**src/rtl/rr_mux_4to1.sv**
```systemverilog
// rr_mux_4to1 - four-to-one valid/ready packet merger with round-robin
// arbitration and packet-level locking. It is the gather-side partner of
// demux_1to4: out_sel carries the 2-bit source index with the same encoding
// so that beats can be routed back.
//
// Ports:
//   clk        rising-edge clock
//   rst_n      synchronous active-low reset
//   in_valid   per-channel valid, bit i = channel i
//   in_data    channel i payload at [i*DATA_WIDTH +: DATA_WIDTH]
//   in_last    per-channel end-of-packet marker
//   in_ready   per-channel accept, one-hot or zero
//   out_valid  registered output beat valid
//   out_data   registered output payload
//   out_last   registered output end-of-packet marker
//   out_sel    source channel of the current output beat
//   out_ready  downstream accept
//   locked     high while a multi-beat packet holds the grant

// Per-channel slice: decides whether this lane is the current candidate
// and gates its payload onto the shared OR-reduction.
module rr_mux_lane #(
  parameter int         DATA_WIDTH = 8,
  parameter logic [1:0] LANE       = 2'd0
) (
  input  logic                  grant_en,
  input  logic                  cand_vld,
  input  logic [1:0]            cand_idx,
  input  logic [DATA_WIDTH-1:0] lane_data,
  input  logic                  lane_last,
  output logic                  lane_ready,
  output logic [DATA_WIDTH-1:0] pick_data,
  output logic                  pick_last
);
  logic hit;

  // A candidate only ever exists where in_valid is set, so hit implies valid.
  assign hit        = cand_vld && (cand_idx == LANE);
  assign lane_ready = grant_en && hit;
  assign pick_data  = hit ? lane_data : '0;
  assign pick_last  = hit && lane_last;
endmodule

module rr_mux_4to1 #(
  parameter int DATA_WIDTH = 8
) (
  input  logic                    clk,
  input  logic                    rst_n,
  input  logic [3:0]              in_valid,
  input  logic [4*DATA_WIDTH-1:0] in_data,
  input  logic [3:0]              in_last,
  output logic [3:0]              in_ready,
  output logic                    out_valid,
  output logic [DATA_WIDTH-1:0]   out_data,
  output logic                    out_last,
  output logic [1:0]              out_sel,
  input  logic                    out_ready,
  output logic                    locked
);
  typedef enum logic {
    ST_IDLE   = 1'b0,
    ST_LOCKED = 1'b1
  } state_t;

  state_t                  state_q, state_d;
  logic [1:0]              rr_ptr_q, rr_ptr_d;
  logic [1:0]              lock_sel_q, lock_sel_d;
  logic                    out_valid_q, out_valid_d;
  logic [DATA_WIDTH-1:0]   out_data_q, out_data_d;
  logic                    out_last_q, out_last_d;
  logic [1:0]              out_sel_q, out_sel_d;

  logic                    load_en;
  logic                    grant_en;
  logic                    cand_vld;
  logic [1:0]              cand_idx;
  logic [1:0]              scan_idx;
  logic                    xfer;
  logic [DATA_WIDTH-1:0]   win_data;
  logic                    win_last;

  logic [3:0][DATA_WIDTH-1:0] pick_data;
  logic [3:0]                 pick_last;

  // The output register can take a new beat when empty or draining this cycle.
  assign load_en  = !out_valid_q || out_ready;
  assign grant_en = rst_n && load_en;

  // Candidate selection. In IDLE scan from rr_ptr upward with wrap; scanning
  // offsets high-to-low lets the lowest offset overwrite and win. In LOCKED
  // only the owning channel is considered, so nobody can pre-empt a packet.
  always_comb begin
    cand_vld = 1'b0;
    cand_idx = rr_ptr_q;
    scan_idx = rr_ptr_q;
    if (state_q == ST_LOCKED) begin
      cand_vld = in_valid[lock_sel_q];
      cand_idx = lock_sel_q;
    end else begin
      for (int k = 3; k >= 0; k--) begin
        scan_idx = rr_ptr_q + 2'(k);
        if (in_valid[scan_idx]) begin
          cand_vld = 1'b1;
          cand_idx = scan_idx;
        end
      end
    end
  end

  for (genvar i = 0; i < 4; i++) begin : g_lane
    rr_mux_lane #(
      .DATA_WIDTH (DATA_WIDTH),
      .LANE       (2'(i))
    ) u_lane (
      .grant_en   (grant_en),
      .cand_vld   (cand_vld),
      .cand_idx   (cand_idx),
      .lane_data  (in_data[i*DATA_WIDTH +: DATA_WIDTH]),
      .lane_last  (in_last[i]),
      .lane_ready (in_ready[i]),
      .pick_data  (pick_data[i]),
      .pick_last  (pick_last[i])
    );
  end

  // At most one lane contributes, so an OR-reduction is the winner mux.
  always_comb begin
    win_data = '0;
    for (int i = 0; i < 4; i++) begin
      win_data = win_data | pick_data[i];
    end
  end

  assign win_last = |pick_last;
  assign xfer     = |in_ready;

  always_comb begin
    state_d     = state_q;
    rr_ptr_d    = rr_ptr_q;
    lock_sel_d  = lock_sel_q;
    out_valid_d = out_valid_q;
    out_data_d  = out_data_q;
    out_last_d  = out_last_q;
    out_sel_d   = out_sel_q;
    if (xfer) begin
      // Load and drain may coincide: no bubble between beats.
      out_valid_d = 1'b1;
      out_data_d  = win_data;
      out_last_d  = win_last;
      out_sel_d   = cand_idx;
      if (win_last) begin
        state_d  = ST_IDLE;
        rr_ptr_d = cand_idx + 2'd1;
      end else begin
        state_d    = ST_LOCKED;
        lock_sel_d = cand_idx;
      end
    end else if (out_valid_q && out_ready) begin
      // Payload fields hold their last value once drained.
      out_valid_d = 1'b0;
    end
  end

  always_ff @(posedge clk) begin
    if (!rst_n) begin
      state_q     <= ST_IDLE;
      rr_ptr_q    <= 2'd0;
      lock_sel_q  <= 2'd0;
      out_valid_q <= 1'b0;
      out_data_q  <= '0;
      out_last_q  <= 1'b0;
      out_sel_q   <= 2'd0;
    end else begin
      state_q     <= state_d;
      rr_ptr_q    <= rr_ptr_d;
      lock_sel_q  <= lock_sel_d;
      out_valid_q <= out_valid_d;
      out_data_q  <= out_data_d;
      out_last_q  <= out_last_d;
      out_sel_q   <= out_sel_d;
    end
  end

  assign out_valid = out_valid_q;
  assign out_data  = out_data_q;
  assign out_last  = out_last_q;
  assign out_sel   = out_sel_q;
  assign locked    = (state_q == ST_LOCKED);
endmodule

```
**config.mk**
```make
export PLATFORM = sky130hd
export DESIGN_NAME = rr_mux_4to1
export DESIGN_NICKNAME = d
export VERILOG_FILES = /design/src/rtl/rr_mux_4to1.sv
export SDC_FILE = /design/constraint.sdc
export NUM_CORES = 1
export LEC_CHECK = 0
export CORE_MARGIN = 4
export CORE_UTILIZATION = 50
export DETAILED_ROUTE_END_ITERATION = 7
export DONT_BUFFER_PORTS = 1
export GPL_TIMING_DRIVEN = 1
export SLEW_MARGIN = 20
export SYNTH_ARGS = -nofsm -noshare
export SYNTH_HDL_FRONTEND = slang
export SYNTH_SLANG_ARGS = --single-unit
```
**constraint.sdc**
```tcl
create_clock -name clk -period 2.5 [get_ports clk]
set_clock_uncertainty 0.15 [all_clocks]
set_input_delay 0.5 -clock clk [delete_from_list [all_inputs] [get_ports clk]]
set_output_delay 0.5 -clock clk [all_outputs]
set_load 0.02 [all_outputs]
```
# [Yosys cells after proc, flatten, opt, wreduce, memory -nomap -nowiden]
# Cells that the tools add are included.
[classes] addsub=4 n_mul=0 n_div=0 magnitude_cmp=5 eq_ne=3 n_shift=0 muxes=27 bitwise_logic=4 reduce_logical=22
[ops] op="$mux W8" n=4
[ops] op="$or A8 B8 Y8" n=3
[ops] op="$lt A2 B3 Y1 const B" n=5
[ops] op="$logic_and A1 B1 Y1" n=14
[ops] op="$mux W1" n=13
[ops] op="$bmux W1 S2" n=5
[ops] op="$mux W2" n=5
[ops] op="$reduce_or A4 Y1" n=2
[ops] op="$add A2 B1 Y2 const B" n=2
[ops] op="$add A2 B2 Y2 const B" n=2
[ops] op="$eq A2 B2 Y1 const B" n=2
[ops] op="$reduce_and A2 Y1" n=2
[ops] op="$eq A2 B1 Y1 const B" n=1
[ops] op="$logic_not A2 Y1" n=1
[ops] op="$reduce_bool A2 Y1" n=1
[ops] op="$logic_not A1 Y1" n=1
[ops] op="$logic_or A1 B1 Y1" n=1
[ops] op="$not A1 Y1" n=1
[word_totals] regBits=17 latch_bits=0 mem_bits_rw=0 rom_bits=0 in_bits=43 mem_count=0

# [Logic depth before layout (Yosys ltp)]
[logic_depth] word_depth=14 depth_mapped=8 ltp_nobuf=6

# [Cells and area by module]
# From an unflattened synthesis, not the netlist that was laid out.
[unflattened] hier_cells=144 hier_area_um2=1265.0
[by_module_without_submodules] module="rr_mux_4to1" instances=1 cells_each=104 area_per_inst_um2=852.1 seq_area_each_um2=340.3
[by_module_without_submodules] module="rr_mux_lane at g_lane[1].u_lane ..." instances=2 cells_each=10 area_per_inst_um2=100.1 seq_area_each_um2=0.0
[by_module_without_submodules] module="rr_mux_lane at g_lane[0].u_lane" instances=1 cells_each=10 area_per_inst_um2=125.1 seq_area_each_um2=0.0
[by_module_without_submodules] module="rr_mux_lane at g_lane[3].u_lane" instances=1 cells_each=10 area_per_inst_um2=87.6 seq_area_each_um2=0.0

# [Worst setup path after synthesis]
# OpenSTA, ideal clock, no wires.
[synth_path] path_type="input to output" from="input port in_valid[1]" to="output port in_ready[0]" arrival_ps=1793 t_required_ps=1850 slack_ps=57 cell_stages=6 cell_sequence="mux4_2 -> nor2b_2 -> or4b_4 -> buf_2 -> nor3_1 -> buf_4"
[synth_between] elab_chain_len=10
[synth_lines] element="start, declared" line="49" text="input logic [3:0] in_valid,"
[synth_lines] element="$bmux W1 S2" line="102" text="if (in_valid[scan_idx]) begin"
[synth_lines] element="$mux W1 (not written as such)" line="102"
[synth_lines] element="$mux W2 (4 in a row)" line="102"
[synth_lines] element="$mux W2" line="96" text="if (state_q == ST_LOCKED) begin"
[synth_lines] element="$logic_not A2 Y1" line="38" text="assign hit = cand_vld && (cand_idx == LANE);"
[synth_lines] element="$logic_and A1 B1 Y1 (*)" line="38"
[synth_lines] element="$logic_and A1 B1 Y1 (*)" line="39" text="assign lane_ready = grant_en && hit;"
[synth_lines] element="end, declared" line="52" text="output logic [3:0] in_ready,"
# Every way passes the cells marked *; elsewhere a longest branch is shown, timed or not. The select of a mux whose other input is x is not followed.

# [Worst setup path after layout]
[layout_path] from="register lock_sel_q[0]" to="output port in_ready[1]"
[layout_between] elab_chain_len=5
[layout_lines] element="start, declared" line="67" text="logic [1:0] lock_sel_q, lock_sel_d;"
[layout_lines] element="start signal, assigned" line="176" text="lock_sel_q <= lock_sel_d;"
[layout_lines] element="$bmux W1 S2" line="97" text="cand_vld = in_valid[lock_sel_q];"
[layout_lines] element="$mux W1 (not written as such)" line="97"
[layout_lines] element="$mux W1" line="96"
[layout_lines] element="$logic_and A1 B1 Y1 (*)" line="38"
[layout_lines] element="$logic_and A1 B1 Y1 (*)" line="39"
# Marks and branches as above.

==> impl_metrics.ini <==
[clocking]
cts.sinks = 17
cts_buffer_depth = 2
cts-root-buf = clkbuf_4
cts-buffers-inserted = 3
cts_tree = done
cts_hold_buf = 0
clkTransAtPathRegs_ns = 0.11
clk_latency_ns = 0.30
ctsHtreeMaxLevel = 1

[finish]
fin_nets = 189
final_cell_mix = mux2i_1, buf_4, dfxtp_1
syn_to_final_growth_pct = 12.9
fin_cells = 173
n_antenna_cell = 0
post_route_cells_drive_above_1_share = 0.352
fillCellCount = 209

[setup_path]
crit_path_end_kind = output pin
max_stage_delay_ns = 0.55
worst-setup-path-type = reg -> out
crit_chain = mux4_2, nor2b_4, or4b_4, nor3_2, buf_4
crit_path_start_kind = flop
cp.arrival_ns = 1.93
r2r_setup_slack_ns = 0.25
crit_required_ns = 1.85
path_max_fanout = 3
crit_slowest_cell = or4b_4

[drt]
dr_wl_met2_mm = 1.46
via_per_inst = 6.22
routed_wl_mm = 3.05
drcViolationCount = 0
vias = 1076
top_layer = met4
wl_per_cell_um = 17.6
ant_nets = 0
first_pass_iters = 4
met3_length_um = 378
drtIter0Drc = 31
drt-met1-wl_mm = 1.19

[timing]
final.setup.worst_slack_ns = -0.0809
period_needed_ns = 2.58
rsz0062_at_grt = yes
clock.fmax_mhz = 387
setup_viol = 4
slew_headroom = 0.675
period_share = 1.03
finalHoldViolations = 0
worstMarginPinSlew_ns = 0.487
drv_slew = 0
fin_hold_ws_ns = 0.166

[synthesis]
syn_area_um2 = 1250
async_flop_share = 0
ys_ff_latch = 17
synth-edff-count = 0
yosysUniqueCellTypes = 42
synth_cells = 137
yosysSeqAreaShare = 0.273
yosysWarnings = 0
synth_ff_type = dfxtp_1
synth_fp_nets = 180
syn_avg_cell_area_um2 = 9.11

[run_status]
violations = setup timing
status = finished, violations left

[placement]
dp_cells = 164
place.gp.congestion = 0.799
dp_hpwl_mm = 2.32
port_buffers = 0

[worst_hold_path]
min_path_type = in -> reg

[floorplan]
fp.dieH_um = 58.0
core_um2 = 2300
io_pins = 60
initial_utilization = 0.544
die_area_um2 = 3360
dieWidth_um = 58.0
num_rows = 17

[pwr]
power_per_cell_area_nw_per_um2 = 642
ir_drop_v = 0.000428
leakagePower_nw = 0.602

[grt]
grt_use_total = 0.178
grt_antenna_before_repair = 0
grt_pass1_vias = 1046
grt_max_degree = 20
grt_overflow = 0
grt_pass1_wl_mm = 4.70

[flow_run]
drv_cap = 0
power by group:
part	internal [W]	switching [W]	leakage [nW]
Combinational	0.000184	0.000176	0.445
Sequential	0.000313	0.0000784	0.143
Clock	0.0000609	0.0000933	0.0139
worst paths after layout:
kind,endpoint,depth (start not counted),start
min reg2reg,out_data[4]$_SDFFE_PN0P_,2,out_data[4]$_SDFFE_PN0P_
max reg2reg,lock_sel_q[1]$_SDFFE_PN0P_,8,lock_sel_q[0]$_SDFFE_PN0P_
min,locked$_SDFFE_PN0P_,1,rst_n
max,in_ready[1],5,lock_sel_q[0]$_SDFFE_PN0P_
worst max-delay path, delay by kind of cell, from the launching register on:
family                 cells  cell delay [ns]
AND/OR/NAND/NOR            3             0.74
buffers and inverters      1             0.17
flip-flops                 1             0.36
multiplexers               1             0.37
Yosys cell counts (2+ instances only):
cell | instances | area share
dfxtp_1 | 17 | 0.27
nor2b_1 | 4 | 0.020
o211a_1 | 2 | 0.016
mux2_2 | 8 | 0.072
inv_1 | 2 | 0.0060
nor3_1 | 4 | 0.016
o21ai_1 | 9 | 0.036
buf_4 | 8 | 0.048
nand3_1 | 10 | 0.040
a21oi_1 | 5 | 0.020
mux2i_1 | 16 | 0.13
o21ai_0 | 2 | 0.0080
o21a_1 | 3 | 0.018
nand2_1 | 7 | 0.021
buf_2 | 4 | 0.016
nand2b_1 | 3 | 0.015
nor2_1 | 8 | 0.024
kinds of logic (layout without fill, tap and decap cells):
logic type,count (synthesis),count (layout),synth area share
simple gates,43,43,0.202
mux,26,26,0.230
flops,17,17,0.273
compound gates,35,35,0.218
buf+inv,16,24,0.0762
what timing repair did:
item                                    CTS  global route
endpoints found under the setup margin    4             4
buffers inserted                          2             3
gates resized for setup                   8             7
pin swaps                                 1             2
flip-flops by register name, summed over array words and instances (netlist names):
name        flops
out_last        1
lock_sel_q      2
out_sel         2
out_data        8
rr_ptr_q        2
locked          1
out_valid       1
final cells by class:
| cell class | instances | area, um2 | area share |
|---|---|---|---|
| Clock buffer | 3 | 22.5 | 0.0160 |
| Tap cell | 28 | 35.0 | 0.0248 |
| Clock inverter | 1 | 7.51 | 0.00532 |
| Inverter | 2 | 7.51 | 0.00532 |
| Multi-Input combinational cell | 104 | 845 | 0.599 |
| Sequential cell | 17 | 350 | 0.248 |
| Timing Repair Buffer | 18 | 143 | 0.101 |
layer usage:
layer	up-vias	GRT usage
li1	519	-
met1	503	0.194
met2	52	0.298
met3	2	0.0869
met4	0	0.0629
met5	-	0
stage by stage:
step           TNS, ns  area (um2)  worst slack, ns  power (W)  utilization
2_1_floorplan        0        1250           0.0571   0.000671            -
3_3_place_gp         0        1290            0.132   0.000721        0.563
3_5_place_dp         0        1290            0.107   0.000729        0.563
4_1_cts         -0.210        1370          -0.0882   0.000899        0.594
5_1_grt         -0.568        1410           -0.150   0.000968        0.614
6_report        -0.214        1410          -0.0809   0.000906        0.614
No activity file was read; power rests on OpenSTA's default activity.
